### config.mk
export PLATFORM = sky130hd
export DESIGN_NAME = relm_custom_div_seq
export DESIGN_NICKNAME = d
export VERILOG_FILES = /design/src/rtl/relm_div_pkg.sv /design/src/rtl/relm_div_step.sv /design/src/rtl/relm_custom_div_seq.sv
export SDC_FILE = /design/constraint.sdc
export NUM_CORES = 1
export LEC_CHECK = 0
export CORE_MARGIN = 5
export CORE_UTILIZATION = 50
export CTS_CLUSTER_DIAMETER = 100
export DETAILED_ROUTE_END_ITERATION = 7
export GPL_TIMING_DRIVEN = 1
export HOLD_SLACK_MARGIN = 0.06
export PLACE_DENSITY = 0.74
export SLEW_MARGIN = 0
export SYNTH_ARGS = -nofsm -noshare
export SYNTH_HDL_FRONTEND = slang
export SYNTH_SLANG_ARGS = --single-unit
### constraint.sdc
create_clock -name clk -period 6.1 [get_ports clk]
set_input_delay 0.61 -clock clk [delete_from_list [all_inputs] [get_ports clk]]
set_output_delay 0.61 -clock clk [all_outputs]
set_load 0.005 [all_outputs]
### src/rtl/relm_div_pkg.sv
// relm_div_pkg
// Shared definitions for the ReLM sequential divider:
//   - mode encodings presented on mode_in
//   - divider FSM state encoding
//   - default geometry (ITER, CNT_W) plus helper functions so a parameterised
//     instance can derive its own iteration count and counter width.
package relm_div_pkg;

  localparam logic [1:0] DIVM_U  = 2'b00;
  localparam logic [1:0] DIVM_S  = 2'b01;
  localparam logic [1:0] DIVM_FP = 2'b10;

  typedef enum logic [1:0] {
    S_IDLE = 2'b00,
    S_LOOP = 2'b01,
    S_POST = 2'b10
  } divState_e;

  localparam int DEF_WD  = 32;
  localparam int DEF_BPC = 2;
  localparam int ITER    = DEF_WD / DEF_BPC;
  localparam int CNT_W   = $clog2(ITER + 1);

  // Number of LOOP cycles for a given width / bits-per-clock pair.
  function automatic int divIter(input int wd, input int bpc);
    return wd / bpc;
  endfunction

  // Counter width able to hold the iteration count itself.
  function automatic int divCntW(input int wd, input int bpc);
    return $clog2((wd / bpc) + 1);
  endfunction

endpackage

### src/rtl/relm_div_step.sv
// relm_div_step
// One combinational restoring-division step.
// Ports:
//   rem_i  [WD:0]   partial remainder entering the step
//   d_i    [WD-1:0] divisor magnitude
//   bit_i           bit shifted into the remainder LSB
//   rem_o  [WD:0]   partial remainder leaving the step
//   q_o             quotient bit produced by this step
module relm_div_step
  import relm_div_pkg::*;
#(
  parameter int WD = DEF_WD
) (
  input  logic [WD:0]   rem_i,
  input  logic [WD-1:0] d_i,
  input  logic          bit_i,
  output logic [WD:0]   rem_o,
  output logic          q_o
);

  logic [WD:0] shifted;
  logic [WD:0] dExt;
  logic        geq;

  // Shift first, then trial-subtract. A set rem_i MSB means the shifted value
  // would exceed WD+1 bits and is therefore certainly >= d; the subtraction
  // result is still correct modulo 2^(WD+1).
  always_comb begin
    shifted = {rem_i[WD-1:0], bit_i};
    dExt    = {1'b0, d_i};
    geq     = rem_i[WD] | (shifted >= dExt);
    q_o     = geq;
    rem_o   = geq ? (shifted - dExt) : shifted;
  end

endmodule

### src/rtl/relm_custom_div_seq.sv
// relm_custom_div_seq
// Self-timed multi-cycle restoring divider for the ReLM custom-op path,
// retiring BPC quotient bits per clock.
// Ports:
//   clk, reset            clock, synchronous active-high reset
//   start_in, cancel_in   request (sampled in IDLE only) / abort
//   mode_in [1:0]         00 unsigned, 01 signed, 10 FP mantissa, 11 as 00
//   n_in, d_in [WD-1:0]   dividend / divisor
//   busy_out              operation in flight
//   valid_out             one-cycle result strobe
//   q_out, r_out [WD-1:0] quotient / remainder (held until next result)
//   sticky_out            final remainder nonzero
//   divzero_out           divisor was zero
module relm_custom_div_seq
  import relm_div_pkg::*;
#(
  parameter int WD  = 32,
  parameter int BPC = 2
) (
  input  logic          clk,
  input  logic          reset,
  input  logic          start_in,
  input  logic          cancel_in,
  input  logic [1:0]    mode_in,
  input  logic [WD-1:0] n_in,
  input  logic [WD-1:0] d_in,
  output logic          busy_out,
  output logic          valid_out,
  output logic [WD-1:0] q_out,
  output logic [WD-1:0] r_out,
  output logic          sticky_out,
  output logic          divzero_out
);

  localparam int NUM_ITER = divIter(WD, BPC);
  localparam int CNT_BITS = divCntW(WD, BPC);

  divState_e             state_q, state_d;
  logic [CNT_BITS-1:0]   cnt_q, cnt_d;
  logic [WD:0]           rem_q, rem_d;
  logic [WD-1:0]         qd_q, qd_d;
  logic [WD-1:0]         dAbs_q, dAbs_d;
  logic [WD-1:0]         nRaw_q, nRaw_d;
  logic                  negQ_q, negQ_d;
  logic                  negR_q, negR_d;
  logic                  dz_q, dz_d;
  logic                  valid_q, valid_d;
  logic [WD-1:0]         qOut_q, qOut_d;
  logic [WD-1:0]         rOut_q, rOut_d;
  logic                  sticky_q, sticky_d;
  logic                  dzOut_q, dzOut_d;

  logic [WD:0]           remChain [BPC+1];
  logic [BPC-1:0]        qBits;

  logic                  isSigned, isFp;
  logic [WD-1:0]         nAbs, dAbsIn, qFix, remLow, rFix;

  // qd_q starts as the dividend and doubles as the quotient register:
  // dividend bits leave at the MSB end while quotient bits enter at the LSB.
  assign remChain[0] = rem_q;

  for (genvar i = 0; i < BPC; i++) begin : g_step
    relm_div_step #(.WD(WD)) u_step (
      .rem_i (remChain[i]),
      .d_i   (dAbs_q),
      .bit_i (qd_q[WD-1-i]),
      .rem_o (remChain[i+1]),
      .q_o   (qBits[BPC-1-i])
    );
  end

  // Next-state and datapath logic. FP mode preloads rem = n>>1 and feeds n[0]
  // as the first shifted-in bit, so the shift-then-subtract step sees n on its
  // first compare and zeros afterwards: q = floor(n * 2^(WD-1) / d).
  always_comb begin
    state_d  = state_q;
    cnt_d    = cnt_q;
    rem_d    = rem_q;
    qd_d     = qd_q;
    dAbs_d   = dAbs_q;
    nRaw_d   = nRaw_q;
    negQ_d   = negQ_q;
    negR_d   = negR_q;
    dz_d     = dz_q;
    valid_d  = 1'b0;
    qOut_d   = qOut_q;
    rOut_d   = rOut_q;
    sticky_d = sticky_q;
    dzOut_d  = dzOut_q;

    isSigned = (mode_in == DIVM_S);
    isFp     = (mode_in == DIVM_FP);
    nAbs     = (isSigned && n_in[WD-1]) ? -n_in : n_in;
    dAbsIn   = (isSigned && d_in[WD-1]) ? -d_in : d_in;
    qFix     = negQ_q ? -qd_q : qd_q;
    remLow   = rem_q[WD-1:0];
    rFix     = negR_q ? -remLow : remLow;

    case (state_q)
      S_IDLE: begin
        if (start_in && !cancel_in) begin
          state_d = S_LOOP;
          cnt_d   = CNT_BITS'(NUM_ITER);
          dAbs_d  = dAbsIn;
          nRaw_d  = n_in;
          negQ_d  = isSigned & (n_in[WD-1] ^ d_in[WD-1]);
          negR_d  = isSigned & n_in[WD-1];
          dz_d    = (d_in == '0);
          if (isFp) begin
            rem_d = {2'b00, n_in[WD-1:1]};
            qd_d  = {n_in[0], {(WD-1){1'b0}}};
          end else begin
            rem_d = '0;
            qd_d  = nAbs;
          end
        end
      end
      S_LOOP: begin
        if (cancel_in) begin
          state_d = S_IDLE;
        end else begin
          rem_d = remChain[BPC];
          qd_d  = {qd_q[WD-BPC-1:0], qBits};
          cnt_d = cnt_q - CNT_BITS'(1);
          if (cnt_q == CNT_BITS'(1)) begin
            state_d = S_POST;
          end
        end
      end
      S_POST: begin
        state_d = S_IDLE;
        if (!cancel_in) begin
          valid_d = 1'b1;
          dzOut_d = dz_q;
          // A zero divisor bypasses the sign fix and reports the raw dividend.
          if (dz_q) begin
            qOut_d   = '1;
            rOut_d   = nRaw_q;
            sticky_d = |nRaw_q;
          end else begin
            qOut_d   = qFix;
            rOut_d   = rFix;
            sticky_d = |remLow;
          end
        end
      end
      default: state_d = S_IDLE;
    endcase
  end

  // State and datapath registers with synchronous reset.
  always_ff @(posedge clk) begin
    if (reset) begin
      state_q  <= S_IDLE;
      cnt_q    <= '0;
      rem_q    <= '0;
      qd_q     <= '0;
      dAbs_q   <= '0;
      nRaw_q   <= '0;
      negQ_q   <= 1'b0;
      negR_q   <= 1'b0;
      dz_q     <= 1'b0;
      valid_q  <= 1'b0;
      qOut_q   <= '0;
      rOut_q   <= '0;
      sticky_q <= 1'b0;
      dzOut_q  <= 1'b0;
    end else begin
      state_q  <= state_d;
      cnt_q    <= cnt_d;
      rem_q    <= rem_d;
      qd_q     <= qd_d;
      dAbs_q   <= dAbs_d;
      nRaw_q   <= nRaw_d;
      negQ_q   <= negQ_d;
      negR_q   <= negR_d;
      dz_q     <= dz_d;
      valid_q  <= valid_d;
      qOut_q   <= qOut_d;
      rOut_q   <= rOut_d;
      sticky_q <= sticky_d;
      dzOut_q  <= dzOut_d;
    end
  end

  assign busy_out    = (state_q != S_IDLE);
  assign valid_out   = valid_q;
  assign q_out       = qOut_q;
  assign r_out       = rOut_q;
  assign sticky_out  = sticky_q;
  assign divzero_out = dzOut_q;

endmodule
== Word-level counts from Yosys, hierarchy flattened ==
Cells that the tools add are included.
Word-level totals
  register bits after elaboration: 206
  input bits: 70
  output and inout port bits: 68
Operators by class
  add/sub/neg operators: 7
  magnitude comparators: 2
  equal/unequal tests: 8
  muxes and demuxes: 25
  bitwise operators: 7
  reductions and logical operators: 15
Operators with widths (number)
  $mux W32: 9
  $mux W33: 4
  $neg A32 Y32: 4
  $ge A33 B32 Y1: 2
  $pmux W33 S2: 1
  $sub A33 B32 Y33: 2
  $pmux W32 S2: 1
  $reduce_or A32 Y1: 2
  $logic_not A32 Y1: 1
  $mux W31: 1
  $mux W5: 2
  $pmux W5 S2: 1
  $mux W2: 3
  $reduce_and A2 Y1: 3
  $eq A5 B1 Y1 const B: 1
  $sub A5 B1 Y5 const B: 1
  $eq A2 B1 Y1 const B: 2
  $eq A2 B2 Y1 const B: 2
  $ne A2 B2 Y1 const B: 2
  $pmux W2 S2: 1
  $reduce_bool A2 Y1: 2
  $logic_and A1 B1 Y1: 3
  $ne A3 B3 Y1 const B: 1
  $reduce_and A3 Y1: 1
  other kinds (8): 12

== Logic depth before layout (Yosys ltp) ==
Gate-level depths: netlist of the first run.
  word-level depth: 8
  depth in mapped cells: 26
  gate-level depth less buffers: 23

== Hierarchy ==
A second synthesis of the first run with hierarchy kept.
Unflattened totals
  cell total of the unflattened synthesis: 2196
  area, all modules: 15975.3 um^2
Modules (own cells, without submodules)
  relm_custom_div_seq: instances 1, cells an instance 1524, area each 11472.3 um^2
  relm_div_step (g_step[0].u_step): instances 1, cells an instance 342, area each 2262.2 um^2
  relm_div_step (g_step[1].u_step): instances 1, cells an instance 330, area each 2240.9 um^2

== Worst setup path before layout of the first run ==
Ideal clock, no wire load.
  path type: flip-flop to flip-flop
  start point: reg dAbs_q[15]
  end point: reg rem_q[31]
  setup time: 0.074 ns
  arrival: 5.348 ns
  data required time: 6.026 ns
  setup slack: 0.678 ns
  stages on the path, launching flop included: 25
  buffers on the path: 2
  clock period less this slack: 5.422 ns
  path through: dfxtp_1 > inv_1 > ha_1 > or2_2 > a21oi_1 > a21oi_1 > a221oi_1 > o31ai_1 > o21ai_0 > o41a_1 > buf_1 > clkbuf_1 > nand2_1 > o21ai_0 > ha_1 > a2111oi_0 > a22o_1 > o21ai_0 > a21boi_0 > o21ai_0 > and2_1 > o41ai_1 > xnor2_1 > mux2i_1 > o21ai_0
On the way
  word-level cells in the longest chain between the ends: 8
  elaborated cells on any way between the ends: 10
  classes of those cells: 2 x add/sub; 2 x order compare; 4 x mux; 2 x bitwise
RTL lines
  start: declaration: line relm_custom_div_seq.sv:42  | logic [WD-1:0] dAbs_q, dAbs_d;
  start signal: assignment: line relm_custom_div_seq.sv:174  | dAbs_q <= dAbs_d;
  $ge A33 B32 Y1: line relm_div_step.sv:31  | geq = rem_i[WD] | (shifted >= dExt);
  $or A1 B1 Y1: line relm_div_step.sv:31
  $mux W33: line relm_div_step.sv:33  | rem_o = geq ? (shifted - dExt) : shifted;
  $ge A33 B32 Y1: line relm_div_step.sv:31
  $or A1 B1 Y1: line relm_div_step.sv:31
  $mux W33 *: line relm_div_step.sv:33
  $mux W33 *: line relm_custom_div_seq.sv:120  | if (cancel_in) begin
  $pmux W33 S2 *: line relm_custom_div_seq.sv:100  | case (state_q)
  end signal: assignment: line relm_custom_div_seq.sv:172  | rem_q <= rem_d;
  end: declaration: line relm_custom_div_seq.sv:40  | logic [WD:0] rem_q, rem_d;
Mark *: on every way between the ends. The rest lies on a longest branch, timed or not. The select of a mux whose other input is x is not followed.
A chain may end at the register's enable or synchronous reset.

== Worst setup path in the final report of the first run ==
  start point: reg dAbs_q[8]
  end point: reg rem_q[28]
The elaborated chain is that of the path after synthesis.

==> summary.md, run 1 <==
| Metric | Value |
|---|---|
| Pre-Repair DR Iteration Count | 6 |
| Post-route ant nets | 0 |
| Die area | 0.03198 mm^2 |
| Placed cells | 2351 |
| Post-synth EDFFs | 0 |
| Final Hold Fails | 0 |
| CTS tree | done |
| Mapped Area | 0.01425 mm^2 |
| Vias/cell | 5.928 |
| Post-synthesis cell count | 1911 |
| HP Start | r_out[14]$_SDFFE_PP0P_ |
| Endpoint type of the worst setup path | flop |
| Clock slew at reported path FFs | 0.06 ns |
| FP Rows | 61 |
| Yosys top cell by area | dfxtp_1 |
| Post-synth top cells | nand2_1, dfxtp_1, nor2_1 |
| Final Net Count | 2143 |
| Clock Skews | 0.02271 ns |
| Syn_area_per_cell | 7.458 um^2 |
| Top cells by area, synth | dfxtp_1, nand2_1, ha_1, xnor2_1, o21ai_0 |
| Critical Path AT | 6.08 ns |
| Final GP Congestion | 0.9714 |
| DP Area | 0.01598 mm^2 |
| Worst rel slew slack | 26.25% |
| Worst Hold Class | reg2reg |
| Cells on Worst Hold Path | 2 |
| Yosys top cell area share | 28.94% |
| Drt initial violations | 1084 |
| Critical Path RT | 6.47 ns |
| Ratio of cells with drive above 1 in the final layout | 5.751% |
| DRC viols | 0 |
| Fin Setup TNS | 0 ns |
| Hpwl dp | 34.91 mm |
| Inserted Clock Buffers | 24 |
| Final period util | 93.62% |
| Yosys warns | 0 |
| Max Cap Viol | 0 |
| Drt wl/cell | 19.06 um |
| Asr flop ratio synth | 0% |
| Final setup fails | 0 |
| First-pass GRT wire length | 72.08 mm |
| Most frequent cell after synthesis | nand2_1 |
| GRT Util Overall | 27.80% |
| Vias in the first global route | 13380 |
| R2R Path Start | dAbs_q[8]$_SDFFE_PP0P_ |
| Worst reg-to-reg setup slack | 0.39 ns |
| R2R cell count | 22 |
| Initial Util | 51.02% |
| Area grow syn2layout | 18.55% |
| Main synth FF type | dfxtp_1 |
| CP Launch Type | flop |
| Slew @ Worst Pin | 1.105 ns |
| Clock root buffer | clkbuf_16 |
| Worst-path maximum fanout | 11 |
| Final std cells w/o fill | 2395 |
| RSZ-0062 raised after global routing | no |
| WL final | 45.66 mm |
| Tmin final | 5.711 ns |
| Pin count of the biggest net entering global routing | 101 |
| Core Area | 0.02793 mm^2 |
| Total clock sinks | 206 |
| CTS H-tree lvls | 1 |
| # fillers | 2618 |
| Clk_lat worst skew | 0.53 ns |
| # IOs | 138 |
| Clock buffer depth | 3 |
| Seq/Total Area, Yosys | 28.94% |
| Reg-to-reg endpoint | rem_q[28]$_SDFFE_PP0P_ |
| Post-Syn Nets | 2053 |
| Cell area after layout | 0.01690 mm^2 |
| Synth cell types | 67 |
| Synthesized flop and latch total | 206 |
| Status | completed |
| Port buffer count | 137 |
| Grt ovf | 0 |
| Worst min-delay path endpoint | r_out[14]$_SDFFE_PP0P_ |
| Critical path class | reg2reg |
| Fmax | 0.1751 GHz |
| Max-slew violation count | 0 |
| Die Y | 178.8 um |
| Antenna violations before repair | 0 |
| Hold WS | 0.4512 ns |
| Via count | 14200 |
| Diode count | 0 |
| Die X | 178.8 um |
state kept, by name, indices dropped and copies added (netlist names), 2 cells and up:
signal / cells
rem_q: 33
dAbs_q: 32
nRaw_q: 32
q_out: 32
qd_q: 32
r_out: 32
cnt_q: 5
state_q: 2
how the worst max path moves through the flow:
stage	start	to	slack (ns)	cells past startpoint
5_1_grt	dAbs_q[8]$_SDFFE_PP0P_	rem_q[25]$_SDFFE_PP0P_	0.01	22
6_report	dAbs_q[8]$_SDFFE_PP0P_	rem_q[28]$_SDFFE_PP0P_	0.39	22
3_3_place_gp	dAbs_q[9]$_SDFFE_PP0P_	rem_q[25]$_SDFFE_PP0P_	0.20	24
2_1_floorplan	dAbs_q[15]$_SDFFE_PP0P_	rem_q[31]$_SDFFE_PP0P_	0.68	24
4_1_cts	dAbs_q[8]$_SDFFE_PP0P_	rem_q[31]$_SDFFE_PP0P_	0.09	25
3_5_place_dp	dAbs_q[8]$_SDFFE_PP0P_	rem_q[31]$_SDFFE_PP0P_	0.002	24
routing by layer:
metal	routed length [um]	GRT usage (%)	vias to the layer above	share of wire [%]
met1	20550	38.63	6529	45
met3	3222	3.374	109	7.1
met5	0	0	-	0
met4	2027	11.64	0	4.4
met2	19860	43.64	535	43
li1	-	-	7025	-
critical path, cell delays in order, from the launching register on:
cell and delay, ns:
dfxtp_1 0.34, inv_1 0.07, ha_1 0.36, and4_1 0.25, o2111ai_1 0.13, a31oi_2 0.25
nor2_1 0.09, o31ai_2 0.30, o21ai_1 0.15, o41a_4 0.58, mux2_2 0.32, ha_1 0.37
a211oi_1 0.33, o21ai_0 0.19, a221o_1 0.40, a21oi_1 0.27, o21ai_0 0.18, a21o_1 0.22
nor3_1 0.13, nor2_1 0.07, o31a_1 0.23, mux2i_1 0.20, o22ai_1 0.10
final cells by class:
class | instances | area (um^2) | share of cell area, %
flip-flops and latches | 206 | 4126 | 24.42
well taps | 378 | 473.0 | 2.799
repair buffers | 176 | 1682 | 9.953
clock inverters | 8 | 168.9 | 0.9997
multi-input cells | 1525 | 9492 | 56.18
inverters | 68 | 255.2 | 1.511
clock buffers | 34 | 699.4 | 4.140
timing repair:
item	CTS	global route
resized for setup	1	11
hold buffers	0	0
endpoints found under the setup margin	1	34
pin swaps	0	2
setup buffers	0	2
per-stage QoR:
stage          setup slack [ns]  util, %
2_1_floorplan            0.6782        -
3_3_place_gp             0.1980    57.21
3_5_place_dp           0.001898    57.21
4_1_cts                 0.08849    60.32
5_1_grt                 0.01480    60.49
6_report                 0.3890    60.49
logic make-up (layout without fill, tap and decap cells):
kind of cell,after synthesis,count (layout),share of synthesized area [%]
XOR/XNOR,175,175,10.75
adder cells (fa/ha/maj),72,72,6.426
AO/OA/AOI/OAI,567,567,24.98
AND/OR/NAND/NOR,669,669,21.07
buffers and inverters,180,286,4.828
flip-flops,206,206,28.94
multiplexers,42,42,3.002
cells in the final DEF, fill, tap and decap left out, types with 31 or more instances in the layout:
cell type        Yosys  layout
nor2_1             173     172
ha_1                70      70
xor2_1              85      85
mux2i_1             36      36
dfxtp_1            206     204
a211oi_1            35      35
o21ai_0            153     147
a21oi_1            152     152
clkdlybuf4s50_1      0     136
inv_1               67      67
a221oi_1            31      31
xnor2_1             90      90
nand2_1            270     270
nor3_1              83      82
buf_4                0      37
Power of run 1 is not shown: default switching activity piles up to over one toggle a cycle in this logic, so the estimate is an artifact.
==> run 2: changes to the inputs <==
--- a/config.mk
+++ b/config.mk
@@ -15,4 +15,5 @@
 export SLEW_MARGIN = 0
 export SYNTH_ARGS = -nofsm -noshare
 export SYNTH_HDL_FRONTEND = slang
+export SYNTH_HIERARCHICAL = 1
 export SYNTH_SLANG_ARGS = --single-unit
==> constraint.sdc (replaced) <==
create_clock -name clk -period 6.1 [get_ports clk]
set_input_delay 0.61 -clock clk [delete_from_list [all_inputs] [get_ports clk]]
set_output_delay 0.61 -clock clk [all_outputs]
set_load 0.01 [all_outputs]
==> run 2 against run 1 <==
Die area grew 11%. Core utilization decreased by 0.89 points. Synthesized area up 12%. Non-clock buffer count up 62. Synthesized cell count up 15%. Flip-flop and latch count unchanged. Hold slack improved by 0.0037 ns. Cell area is 11% higher. Critical path depth increased by 3. Critical path type unchanged. Global-route usage increased by 2.2 points. Fmax up 0.27%. Clock skew decreased by 0.012 ns.
==> summary.md, run 2 <==
| Metric | Value |
|---|---|
| Drt initial violations | 1504 |
| FP Rows | 65 |
| R2R cell count | 25 |
| Post-synth top cells | nand2_1, dfxtp_1, a21oi_1 |
| Via count | 16770 |
| Vias in the first global route | 15990 |
| First-pass GRT wire length | 88.00 mm |
| Yosys top cell area share | 25.81% |
| Commonest cells after routing, fill and taps aside | nand2_1, dfxtp_1, a21oi_1, nor2_1, clkdlybuf4s50_1 |
| Worst rel slew slack | 28.22% |
| WL final | 55.63 mm |
| Worst Hold Class | reg2reg |
| Crit path to | rem_q[3]$_SDFFE_PP0P_ |
| Origin of the worst setup path | dAbs_q[2]$_SDFFE_PP0P_ |
| Inserted Clock Buffers | 25 |
| Reg-to-reg endpoint | rem_q[3]$_SDFFE_PP0P_ |
| Worst reg-to-reg setup slack | 0.40 ns |
| LEAKAGE | 7.521 nW |
| Vias/cell | 6.167 |
| Pwr Total | 6.208 mW |
| Ratio of cells with drive above 1 in the final layout | 9.448% |
| Tmin final | 5.696 ns |
| Multi-input gate area | 0.01082 mm^2 |
| Diode count | 0 |
| Drt wl/cell | 20.45 um |
| Grt ovf | 0 |
| Max-slew violation count | 0 |
| Fmax | 0.1756 GHz |
| Simple-gate share of the synthesized area | 24.98% |
| Critical Path AT | 6.10 ns |
| Die X | 188.7 um |
| Post-synthesis cell count | 2196 |
| DP Area | 0.01800 mm^2 |
| Top cells by area, synth | dfxtp_1, nand2_1, a21oi_1, ha_1, nor2_1 |
| Adder-Cell Fraction of Synth Area | 5.733% |
| Compound-Gate Fraction of Synth Area | 26.40% |
| Hpwl dp | 41.94 mm |
| Syn_area_per_cell | 7.275 um^2 |
| Final GP Congestion | 0.9760 |
| Xor/xnor share of the synthesized area | 7.566% |
| Total clock sinks | 206 |
| Clock Skews | 0.01104 ns |
| Clk_lat worst skew | 0.56 ns |
| # fillers | 2957 |
| Die Y | 188.7 um |
| Initial Util | 50.63% |
| CP Launch Type | flop |
| Fin Setup TNS | 0 ns |
| Final Hold Fails | 0 |
| Most frequent cell after synthesis | nand2_1 |
| Synth cell types | 91 |
| DRC viols | 0 |
| Antenna violations before repair | 2 |
| Power per cell area | 330.1 mW/mm^2 |
| Critical path class | reg2reg |
| R2R Path Start | dAbs_q[2]$_SDFFE_PP0P_ |
| Mapped Area | 0.01598 mm^2 |
| Clock buffer depth | 3 |
| Largest register FFs | 33 |
| Worst-path maximum fanout | 21 |
| Max Cap Viol | 0 |
| VDD IR-drop max | 0.0002774 V |
| Status | completed |
| Biggest register | rem_q |
| Yosys top cell by area | dfxtp_1 |
| Post-Syn Nets | 2338 |
| Seq/Total Area, Yosys | 25.81% |
| Final setup fails | 0 |
| Core Area | 0.03156 mm^2 |
| Clock slew at reported path FFs | 0.06 ns |
| Multiplexer share of the synthesized area | 2.624% |
| Clock root buffer | clkbuf_16 |
| Port buffer count | 137 |
| Pin count of the biggest net entering global routing | 82 |
| Area grow syn2layout | 17.72% |
| Largest family of logic cells by synthesized area | compound AO/OA/AOI/OAI gates |
| Hold WS | 0.4549 ns |
| Post-synth EDFFs | 0 |
| Synthesized flop and latch total | 206 |
| Final Net Count | 2445 |
| HP Start | r_out[4]$_SDFFE_PP0P_ |
| Cell area after layout | 0.01881 mm^2 |
| Slew @ Worst Pin | 1.069 ns |
| Post-route ant nets | 0 |
| Critical Path RT | 6.50 ns |
| Main synth FF type | dfxtp_1 |
| Crit-path max cell delay | 0.48 ns |
| Yosys warns | 6 |
| Endpoint type of the worst setup path | flop |
| # IOs | 138 |
| GRT Util Overall | 30.01% |
| Slowest cell on the critical path | o211ai_1 |
| Commonest non-fill, non-tap cell in the layout | nand2_1 |
| Asr flop ratio synth | 0% |
| FF+latch area | 0.004126 mm^2 |
| CTS H-tree lvls | 1 |
| CTS tree | done |
| Final period util | 93.37% |
| RSZ-0062 raised after global routing | no |
| Crit-path most repeated cell | nand2_1 |
| Die area | 0.03562 mm^2 |
| Pre-Repair DR Iteration Count | 7 |
| CTS Hold Bufs | 0 |
==> run 2: changes by cell type in the layout (fill, tap and decap cells not counted), moves of 18 or more <==
cell and change:
buf_4 +62, a21oi_1 +46, inv_1 +40, nand2_1 +31, nand3_1 +23, a31oi_1 +21, o21ai_0 -21, or4_1 +21
xor2_1 -21, mux2i_1 -20, or3_1 +18
==> run 2: final cells by class <==
type	count	area share [%]
repair buffers	238	11.51
clock inverters	9	0.5123
flip-flops and latches	206	21.94
well taps	402	2.675
clock buffers	33	3.646
multi-input cells	1723	57.54
inverters	109	2.176
==> run 2: logic make-up after synthesis <==
kind of cell | after synthesis
flip-flops | 206
adder cells (fa/ha/maj) | 72
multiplexers | 35
XOR/XNOR | 138
buffers and inverters | 267
AND/OR/NAND/NOR | 833
AO/OA/AOI/OAI | 645
==> run 2: metrics by stage <==
| step | util, % | worst slack, ns | instances |
|---|---|---|---|
| after global placement | 57.05 | 0.2654 | 2678 |
| after CTS | 59.53 | 0.2879 | 2720 |
| final | 59.60 | 0.4042 | 2720 |
| after floorplan | - | 0.9174 | 2196 |
| after detailed placement | 57.05 | 0.3054 | 2678 |
| after global routing | 59.60 | 0.01815 | 2720 |
==> run 2: worst min-delay path by stage <==
stage	end	slack [ns]	cells after the start
after floorplan	nRaw_q[7]$_SDFFE_PP0P_	0.43	2
after global placement	nRaw_q[7]$_SDFFE_PP0P_	0.44	2
after detailed placement	r_out[4]$_SDFFE_PP0P_	0.45	2
after CTS	r_out[4]$_SDFFE_PP0P_	0.46	2
after global routing	r_out[1]$_SDFFE_PP0P_	0.47	2
final	r_out[4]$_SDFFE_PP0P_	0.45	2
==> run 2: critical path, delay by kind of cell (launching register included) <==
kind | cells | cell delay, ns
AOI/OAI and AO/OA | 11 | 2.56
and+or+nand+nor | 7 | 0.87
adders and majority gates | 2 | 0.75
buffers and inverters | 3 | 0.44
DFF | 1 | 0.38
muxes | 1 | 0.35
xor gates and xnor gates | 1 | 0.19
==> run 2: report_power, final <==
group | switching [mW] | internal (mW)
Combinational | 1.77 | 1.50
Clock | 0.622 | 0.834
Sequential | 0.0778 | 1.40
==> run 2: layer usage <==
metal  up-vias  GRT usage [%]  share of wire, %
met2       715          50.54                46
met1      7807          40.43                43
li1       8130              -                 -
met4         4          9.473               3.4
met5         -              0             0.036
met3       117          3.335               7.0
==> run 2: timing repair <==
item	4_1_cts	5_1_grt
endpoints found under the setup margin	0	20
setup buffers	0	0
resized for setup	0	8
Power figures use the tool's default switching activity.
